==> src/rtl/alarm_responder.sv <==
// Vault alarm responder: grace-filtered alarm input, blinking siren, acknowledge/hold handling.
// Optional siren-firing counter is built when ALARM_EVENT_COUNT_EN is defined.
module alarm_responder #(
    parameter int GRACE_CYCLES = 3,
    parameter int BLINK_DIV    = 2
) (
    input  logic       clk_2,
    input  logic       reset,
    input  logic       alarm_in,
    input  logic       ack,
    output logic       siren,
    output logic       latched,
    output logic [1:0] state,
    output logic [3:0] event_count
);

    typedef enum logic [1:0] {
        ST_IDLE    = 2'b00,
        ST_PENDING = 2'b01,
        ST_SIREN   = 2'b10,
        ST_HOLD    = 2'b11
    } state_t;

    localparam logic [3:0] GRACE_MAX = 4'(GRACE_CYCLES);
    localparam logic [3:0] BLINK_MAX = 4'(BLINK_DIV);

    state_t     r_state, w_state_nxt;
    logic [3:0] r_grace, w_grace_nxt;
    logic [3:0] r_blink, w_blink_nxt;
    logic       r_siren, w_siren_nxt;

    // NOTE: state registers use non-blocking assignments so every flop samples pre-edge values.
    always_ff @(posedge clk_2 or posedge reset) begin
        if (reset) begin
            r_state <= ST_IDLE;
            r_grace <= '0;
            r_blink <= '0;
            r_siren <= 1'b0;
        end else begin
            r_state <= w_state_nxt;
            r_grace <= w_grace_nxt;
            r_blink <= w_blink_nxt;
            r_siren <= w_siren_nxt;
        end
    end

    // NOTE: every signal gets a default before the case so no path can infer a latch.
    always_comb begin
        w_state_nxt = r_state;
        w_grace_nxt = r_grace;
        w_blink_nxt = r_blink;
        w_siren_nxt = 1'b0;
        case (r_state)
            ST_IDLE: begin
                if (alarm_in) begin
                    w_state_nxt = ST_PENDING;
                    w_grace_nxt = 4'd1;
                end
            end
            ST_PENDING: begin
                if (!alarm_in) begin
                    w_state_nxt = ST_IDLE;
                    w_grace_nxt = '0;
                end else if (r_grace == GRACE_MAX) begin
                    w_state_nxt = ST_SIREN;
                    w_grace_nxt = '0;
                    w_siren_nxt = 1'b1;
                    w_blink_nxt = 4'd1;
                end else begin
                    w_grace_nxt = r_grace + 4'd1;
                end
            end
            ST_SIREN: begin
                // Acknowledge ends the siren; a still-active alarm parks in HOLD instead of re-arming.
                if (ack) begin
                    w_state_nxt = alarm_in ? ST_HOLD : ST_IDLE;
                    w_blink_nxt = '0;
                end else if (r_blink == BLINK_MAX) begin
                    w_siren_nxt = ~r_siren;
                    w_blink_nxt = 4'd1;
                end else begin
                    w_siren_nxt = r_siren;
                    w_blink_nxt = r_blink + 4'd1;
                end
            end
            ST_HOLD: begin
                if (!alarm_in) begin
                    w_state_nxt = ST_IDLE;
                end
            end
            default: w_state_nxt = ST_IDLE;
        endcase
    end

    assign state   = r_state;
    assign siren   = r_siren;
    assign latched = (r_state == ST_SIREN) || (r_state == ST_HOLD);

`ifdef ALARM_EVENT_COUNT_EN
    logic [3:0] r_event_count;
    logic       w_fire;

    assign w_fire = (r_state == ST_PENDING) && (w_state_nxt == ST_SIREN);

    always_ff @(posedge clk_2 or posedge reset) begin
        if (reset) begin
            r_event_count <= '0;
        end else if (w_fire && (r_event_count != 4'hF)) begin
            r_event_count <= r_event_count + 4'd1;
        end
    end

    assign event_count = r_event_count;
`else
    assign event_count = 4'd0;
`endif

endmodule

==> config.mk <==
export PLATFORM = sky130hd
export DESIGN_NAME = alarm_responder
export DESIGN_NICKNAME = d
export VERILOG_FILES = /design/src/rtl/alarm_responder.sv
export SDC_FILE = /design/constraint.sdc
export NUM_CORES = 1
export LEC_CHECK = 0
export ABC_AREA = 0
export CAP_MARGIN = 20
export CORE_MARGIN = 2
export CORE_UTILIZATION = 51
export DETAILED_ROUTE_END_ITERATION = 12
export PLACE_DENSITY = 0.79
export SETUP_SLACK_MARGIN = 0.5
export SYNTH_ARGS = -nofsm -noshare
export SYNTH_HDL_FRONTEND = slang
export SYNTH_SLANG_ARGS = --single-unit
==> constraint.sdc <==
create_clock -name clk_2 -period 2 [get_ports clk_2]
set_input_delay 0.4 -clock clk_2 [delete_from_list [all_inputs] [get_ports clk_2]]
set_output_delay 0.4 -clock clk_2 [all_outputs]
set_load 0.05 [all_outputs]
# After elaboration in Yosys (flattened, before gate mapping)
# Cells that the tools add are included.
# classes
add_sub_neg	2
mul	0
n_div	0
magnitude_cmp	0
eq_ne	12
shift	0
n_mux	21
n_bitwise	1
reduce_logical	7
# ops
cell	count
4-bit two-way mux	7
4-bit case mux with 2 select lines	2
2-bit two-way mux	6
2-bit inequality test, second input constant	5
4-bit by 1-bit adder with 4-bit output, second input constant	2
4-bit by 2-bit == test with 1-bit output, second input constant	2
2-bit case mux with 4 select lines	1
3-bit inequality test, second input constant	2
2-bit == test, second input constant	2
1-bit two-way mux	4
4-bit AND reduction	1
2-bit nonzero test	2
3-bit AND reduction	1
2-bit by 1-bit == test with 1-bit output, second input constant	1
2-bit zero test	1
1-bit case mux with 2 select lines	1
2-bit AND reduction	1
1-bit logical OR	1
1-bit NOT	1
# word_totals
register_bits	11
latch_bits	0
ram_bits	0
romBits	0
wordCells	47
n_memories	0

# Logic depth before layout (Yosys ltp)
# Gate-level depths: netlist (run 1).
# logic_depth
word_depth	4
mapped_depth	7
mapped_depth_nobuf	6

# Least setup slack after synthesis (run 1)
# Ideal clock, no wire load.
# synth_path
kind	reg-to-reg
from	reg r_state[1], in the netlist state[1]
to	reg r_siren, in the netlist siren
t_arrival_ns	1.825
slack_ns	0.054
stages_incl_launch_ff	8
period_less_slack_ns	1.946
cell_sequence	dfrtp_1 -> inv_1 -> ha_1 -> buf_2 -> nand2_1 -> nor2_1 -> a22o_1 -> a22o_1
# synth_between
elab_chain_cells	2
# synth_rtl
item	line_no	source
start, declared	27	state_t r_state, w_state_nxt;
start signal, assigned	40	r_state <= w_state_nxt;
2-bit == test or 2-bit by 1-bit == test with 1-bit output (tied branches)	53	case (r_state)
1-bit case mux with 2 select lines or 3-bit inequality test (tied branches)	-	
end signal, assigned	43	r_siren <= w_siren_nxt;
end, declared	30	logic r_siren, w_siren_nxt;
# Several ways; a longest one is shown, not always the timed one.
# A chain may end at the register's enable or synchronous reset.

# Worst setup path after layout (run 1)
# layout_path
from	reg r_state[1], in the netlist state[1]
to	out latched
# layout_between
elab_chain_cells	2
# layout_rtl
item	line_no	source
2-bit == test	97	assign latched = (r_state == ST_SIREN) || (r_state == ST_HOLD);
1-bit logical OR (*)	97	
end, declared	12	output logic latched,
# Every way passes the cells marked *; elsewhere a longest branch is shown, timed or not.

==> run_results.csv, run 1 <==
group,metric,value,unit
yosys,syn_inst,80,
floorplan,rows,13,
final_layout,n_antenna_cell,0,
sta,drv_slew,0,
clock_network,holdBufCountCts,0,
floorplan,initial_core_util,0.561,
global_routing,grt_pass1_wl,2640,um
clock_network,clock_path_buffers,2,
yosys,synth.largest_area_cell,"dfrtp_1",
sta,finalSetupViolCount,0,
place,io_buffers,7,
floorplan,die_x,42.3,um
final_layout,area_growth,43.8,%
critical_path,crit_path_max_incr_delay,470,ps
yosys,ys.warnings.count,0,
floorplan,io_pins,12,
yosys,synth-seq-cells,11,
global_routing,grt_max_degree,12,
pwr,power.density,1230,nW/um^2
route,drtIter0Drc,7,
place,pre_cts_slack,226,ps
route,dr.pass1.iters,4,
sta,rsz0062_at_grt,"true",
critical_path,arrival,1310,ps
floorplan,die_area,1790,sq um
yosys,synth_ff_type,"dfrtp_1",
clock_network,clk_root_buffer_cell,"clkbuf_4",
global_routing,overflow,0,
yosys,yosysSeqAreaShare,0.368,
clock_network,htreeDepth,1,
route,dr_total_vias,642,
job,maxCapViolCount,0,
sta,period_needed,1710,ps
place,dp_cells,100,
yosys,synth_edf_count,0,
critical_path,endpoint_kind,"output port",
place,routabilityCongestion,0.807,
pwr,vdd_drop_max,0.930,mV
critical_path,path_cells,"ha_4 -> or2_4 -> buf_12",
critical_path,required,1600,ps
sta,tightest_slew,639,ps
sta,hold_violations,0,
final_layout,stdcell_count,114,
clock_network,cts_buffers,3,
global_routing,grt_usage,0.194,
sta,min_period_over_period,0.854,
route,routedWlPerCell,14.6,um
clock_network,cts.sinks,11,
route,detail-route-antenna-nets,0,
sta,fin_skew,0.734,ps
yosys,yosysUniqueCellTypes,33,
yosys,synth_area_per_cell,9.35,sq um
sta,fmax,585,MHz
run_status,status,"complete, no violations",
sta,setup_tns,0,ps
pwr,cellLeakagePower,0.469,nW
yosys,ys_top_cells_by_count,"dfrtp_1, nand2_1, ha_1",
critical_path,cp-start-kind,"register",
global_routing,antenna_found_initial,0,
min_path,hold_class,"in2async",
yosys,synthArstFlopShare,1.00,
sta,hold_slack,418,ps
yosys,synthTopCellsByArea,"dfrtp_1, ha_1, nand2_1",
critical_path,crit_fanout,5,
critical_path,slowest_stage,"dfrtp_2",
route,vias_per_cell,5.63,
final_layout,final_net_count,110,
yosys,synth_top_area_frac,0.368,
global_routing,grt_pass1_vias,595,
sta,relSlewSlack,0.568,
place,hpwl,1010,um
clock_network,clkLatencyLatePin,270,ps
critical_path,crit_type,"reg2out",
floorplan,coreArea,1330,sq um
clock_network,cts.clk_slew.worst_paths,70,ps
yosys,synth_area,748,sq um
floorplan,die_h,42.3,um
route,wirelength,1660,um
clock_network,cts_tree,"done",
final_layout,drive_gt1_frac,0.414,
final_layout,final_util,0.807,
sta,fin_ws,292,ps
route,drcViolationCount,0,
## cell usage in the layout, fill, tap and decap left out, types with 2 or more instances in the layout
| cell | count |
|---|---|
| nor2_1 | 4 |
| dfrtp_2 | 2 |
| buf_4 | 9 |
| dfrtp_1 | 9 |
| dlygate4sd2_1 | 2 |
| inv_1 | 2 |
| o31ai_2 | 2 |
| ha_4 | 4 |
| clkdlybuf4s50_1 | 2 |
| o2bb2ai_1 | 2 |
| conb_1 | 4 |
| nand3_1 | 2 |
| clkbuf_4 | 3 |
| nand2b_1 | 2 |
| inv_4 | 2 |
| a22o_1 | 4 |
| o21ai_0 | 3 |
| nand2_1 | 8 |
| nand2_2 | 2 |
| nand2b_4 | 3 |
## what timing repair did
action / in CTS / in global routing
pin swaps: 10 / 4
resized for setup: 20 / 8
buffers inserted: 8 / 2
setup endpoints to repair: 10 / 12
## kinds of logic after synthesis
kind of cell             after synthesis  synth area share
adder cells (fa/ha/maj)                6             0.100
other                                  1           0.00501
AO/OA/AOI/OAI                         20             0.219
multiplexers                           1            0.0134
buffers and inverters                  9            0.0669
flip-flops                            11             0.368
XOR/XNOR                               1            0.0117
AND/OR/NAND/NOR                       31             0.216
## layout make-up
cell class	count	area, sq um
clock buffer	4	26.3
fill	89	258
inverter	4	20.0
multi-input combinational	63	581
sequential	11	278
tap	15	18.8
timing repair buffer	17	153
## flip-flops by register name, summed over array words and instances (netlist names)
| register | flops |
|---|---|
| r_grace | 4 |
| r_blink | 4 |
| siren | 1 |
| state | 2 |
## critical path, delay by kind of cell (launching register included)
| kind | cells | cell delay, ps |
|---|---|---|
| flops | 1 | 470 |
| simple gates | 1 | 250 |
| fa+ha+maj | 1 | 180 |
| buf+inv | 1 | 150 |
## final timing paths
kind	start	endpoint	cells past startpoint	slack, ps
setup / recovery	state[1]$_DFFE_PP0P_	latched	3	290
hold / removal	reset	r_blink[2]$_DFFE_PP0P_	2	420
setup reg to reg	r_grace[1]$_DFFE_PP0P_	r_blink[2]$_DFFE_PP0P_	5	400
hold reg to reg	r_blink[2]$_DFFE_PP0P_	r_blink[2]$_DFFE_PP0P_	1	540
max in group asynchronous	reset	state[0]$_DFFE_PP0P_	2	1270
min in group clk_2	r_blink[2]$_DFFE_PP0P_	r_blink[2]$_DFFE_PP0P_	1	540
## layer usage
layer | GRT usage | vias to the layer above | part of all wire
met4 | 0.0563 | 0 | 0.035
li1 | - | 317 | -
met5 | 0 | - | 0
met3 | 0.0819 | 8 | 0.045
met1 | 0.247 | 303 | 0.46
met2 | 0.298 | 14 | 0.46
## power breakdown
group          internal [mW]  switching [mW]
Sequential             0.276          0.0733
Combinational          0.378           0.440
Clock                 0.0774          0.0764
Total                  0.731           0.590
## through the flow
step           instance area [sq um]  power (mW)
3_5_place_dp                     887       0.967
6_report                        1080        1.32
2_1_floorplan                    830       0.832
4_1_cts                         1040        1.27
3_3_place_gp                     887       0.957
5_1_grt                         1080        1.41
Note: power is estimated with default switching activity, not from simulation.
==> run 2, diff against run 1 <==
--- a/config.mk
+++ b/config.mk
@@ -7,8 +7,12 @@
 export LEC_CHECK = 0
 export ABC_AREA = 0
 export CAP_MARGIN = 20
+export CELL_PAD_IN_SITES_DETAIL_PLACEMENT = 0
+export CELL_PAD_IN_SITES_GLOBAL_PLACEMENT = 1
+export CORE_ASPECT_RATIO = 1.25
 export CORE_MARGIN = 2
-export CORE_UTILIZATION = 51
+export CORE_UTILIZATION = 39
+export CTS_CLUSTER_DIAMETER = 100
 export DETAILED_ROUTE_END_ITERATION = 12
 export PLACE_DENSITY = 0.79
 export SETUP_SLACK_MARGIN = 0.5
==> run 2 against run 1 <==
- critical path depth unchanged
- worst hold slack improved by 0.93 ps
- clock skew increased by 3.1 ps
- combinational power about the same
- sequential cell count unchanged
==> run_results.csv, run 2 (synthesis results as in run 1) <==
group,metric,value,unit
sta,rsz0062_at_grt,"true",
critical_path,crit_type,"reg2out",
global_routing,grt_max_degree,12,
final_layout,nFillCells,171,
route,routedWlPerCell,13.8,um
floorplan,die_h,53.0,um
clock_network,cts_tree,"done",
route,dr_total_vias,637,
sta,drv_slew,0,
critical_path,cp-start-kind,"register",
place,routabilityCongestion,0.831,
critical_path,required,1600,ps
clock_network,clock_path_buffers,2,
critical_path,worstRegToRegCells,5,
pwr,p_int,739,uW
critical_path,r2r-start,"r_grace[1]$_DFFE_PP0P_",
sta,finalSetupViolCount,0,
global_routing,grt_usage,0.165,
route,drtIter0Drc,8,
floorplan,initial_core_util,0.419,
final_layout,mostFrequentLayoutCell,"nand2_1",
sta,min_period_over_period,0.856,
sta,tightest_slew,558,ps
final_layout,n_antenna_cell,0,
final_layout,fin_area,1070,sq um
pwr,p_seq_frac,0.263,
floorplan,io_pins,12,
sta,hold_violations,0,
pwr,power.density,1240,nW/um^2
final_layout,ff_latch_area,278,sq um
floorplan,coreArea,1790,sq um
clock_network,cts.clk_slew.worst_paths,80,ps
critical_path,r2r_slack,360,ps
route,wirelength,1630,um
sta,relSlewSlack,0.623,
clock_network,cts.sinks,11,
critical_path,r2r_end,"r_blink[2]$_DFFE_PP0P_",
sta,fmax,584,MHz
sta,fin_skew,3.86,ps
floorplan,rows,17,
clock_network,clk_root_buffer_cell,"clkbuf_4",
global_routing,antenna_found_initial,0,
route,dr.pass1.iters,4,
run_status,status,"complete, no violations",
route,drcViolationCount,0,
clock_network,cts_buffers,3,
pwr,power_frac_clock,0.120,
pwr,vdd_drop_max,0.851,mV
route,vias_per_cell,5.40,
clock_network,htreeDepth,1,
final_layout,final_net_count,110,
min_path,hold_class,"in2async",
clock_network,clkLatencyLatePin,270,ps
critical_path,arrival,1310,ps
route,detail-route-antenna-nets,0,
global_routing,grt_pass1_vias,653,
final_layout,layout_common_cells,"nand2_1, dfrtp_1, buf_4",
pwr,cellLeakagePower,0.459,nW
final_layout,multi_input_area,573,sq um
global_routing,grt_pass1_wl,2800,um
pwr,swShare,0.443,
place,place_area,892,sq um
floorplan,die_area,2290,sq um
global_routing,overflow,0,
place,hpwl,1110,um
final_layout,area_growth,43.5,%
pwr,p_sw,588,uW
sta,hold_slack,419,ps
pwr,pwr-share-comb,0.617,
sta,period_needed,1710,ps
sta,setup_tns,0,ps
final_layout,drive_gt1_frac,0.384,
place,io_buffers,7,
critical_path,crit_fanout,4,
job,maxCapViolCount,0,
critical_path,endpoint_kind,"output port",
floorplan,die_x,43.2,um
==> run 2: how the worst max path moves through the flow <==
stage,from,end,slack (ps),cells after the start
after global placement,alarm_in,r_blink[2]$_DFFE_PP0P_,250,5
after global routing,state[1]$_DFFE_PP0P_,latched,250,3
after detailed placement,alarm_in,state[1]$_DFFE_PP0P_,210,4
after CTS,state[1]$_DFFE_PP0P_,latched,290,3
final,state[1]$_DFFE_PP0P_,latched,290,3
after floorplan,state[1]$_DFFE_PP0P_,r_blink[2]$_DFFE_PP0P_,420,7
==> run 2: cell type report <==
| type | instances | share of cell area |
|---|---|---|
| tap | 19 | 0.0221 |
| timing repair buffer | 17 | 0.142 |
| clock buffer | 4 | 0.0245 |
| sequential | 11 | 0.259 |
| multi-input combinational | 63 | 0.534 |
| inverter | 4 | 0.0186 |
==> run 2: what timing repair did <==
action                                  4_1_cts  5_1_grt
endpoints found under the setup margin       11       12
hold buffers                                  0        0
setup buffers                                 9        1
gates resized for setup                      21        6
pin swaps                                    10        7
==> run 2: metal layers <==
layer  wire, um  GRT usage
met2        843      0.284
met5          0          0
met3         68     0.0614
met4          0     0.0303
met1        716      0.198
==> run 2: metrics by stage <==
step,worst slack [ps],std cells,util,total power [mW]
finish,288,118,0.601,1.33
global placement,251,104,0.499,0.961
global route,251,118,0.601,1.43
CTS,287,117,0.581,1.28
detailed placement,211,104,0.499,0.974
floorplan,416,83,-,0.832
==> run 2: critical path, stage by stage, from the launching register on <==
cell     delay [ps]
dfrtp_2         460
ha_4            180
or2_4           250
buf_12          150
==> run 2: power groups by stage <==
stage	combinational, mW	clock, mW	sequential (mW)
floorplan	0.438	0	0.394
global placement	0.615	0	0.346
detailed placement	0.627	0	0.347
CTS	0.776	0.164	0.340
global route	0.897	0.173	0.358
finish	0.819	0.159	0.349
==> run 3, diff against run 2 <==
--- a/config.mk
+++ b/config.mk
@@ -14,6 +14,7 @@
 export CORE_UTILIZATION = 39
 export CTS_CLUSTER_DIAMETER = 100
 export DETAILED_ROUTE_END_ITERATION = 12
+export MAX_ROUTING_LAYER = met4
 export PLACE_DENSITY = 0.79
 export SETUP_SLACK_MARGIN = 0.5
 export SYNTH_ARGS = -nofsm -noshare
==> results of run 3 <==
No change in the layout: final DEF, timing and power equal those of run 2.
Among the figures that moved: final weighted congestion in routability-driven placement 0.831 -> 0.844; via count of the first global-routing pass 653 -> 651; overall routing resource usage 0.165 -> 0.170
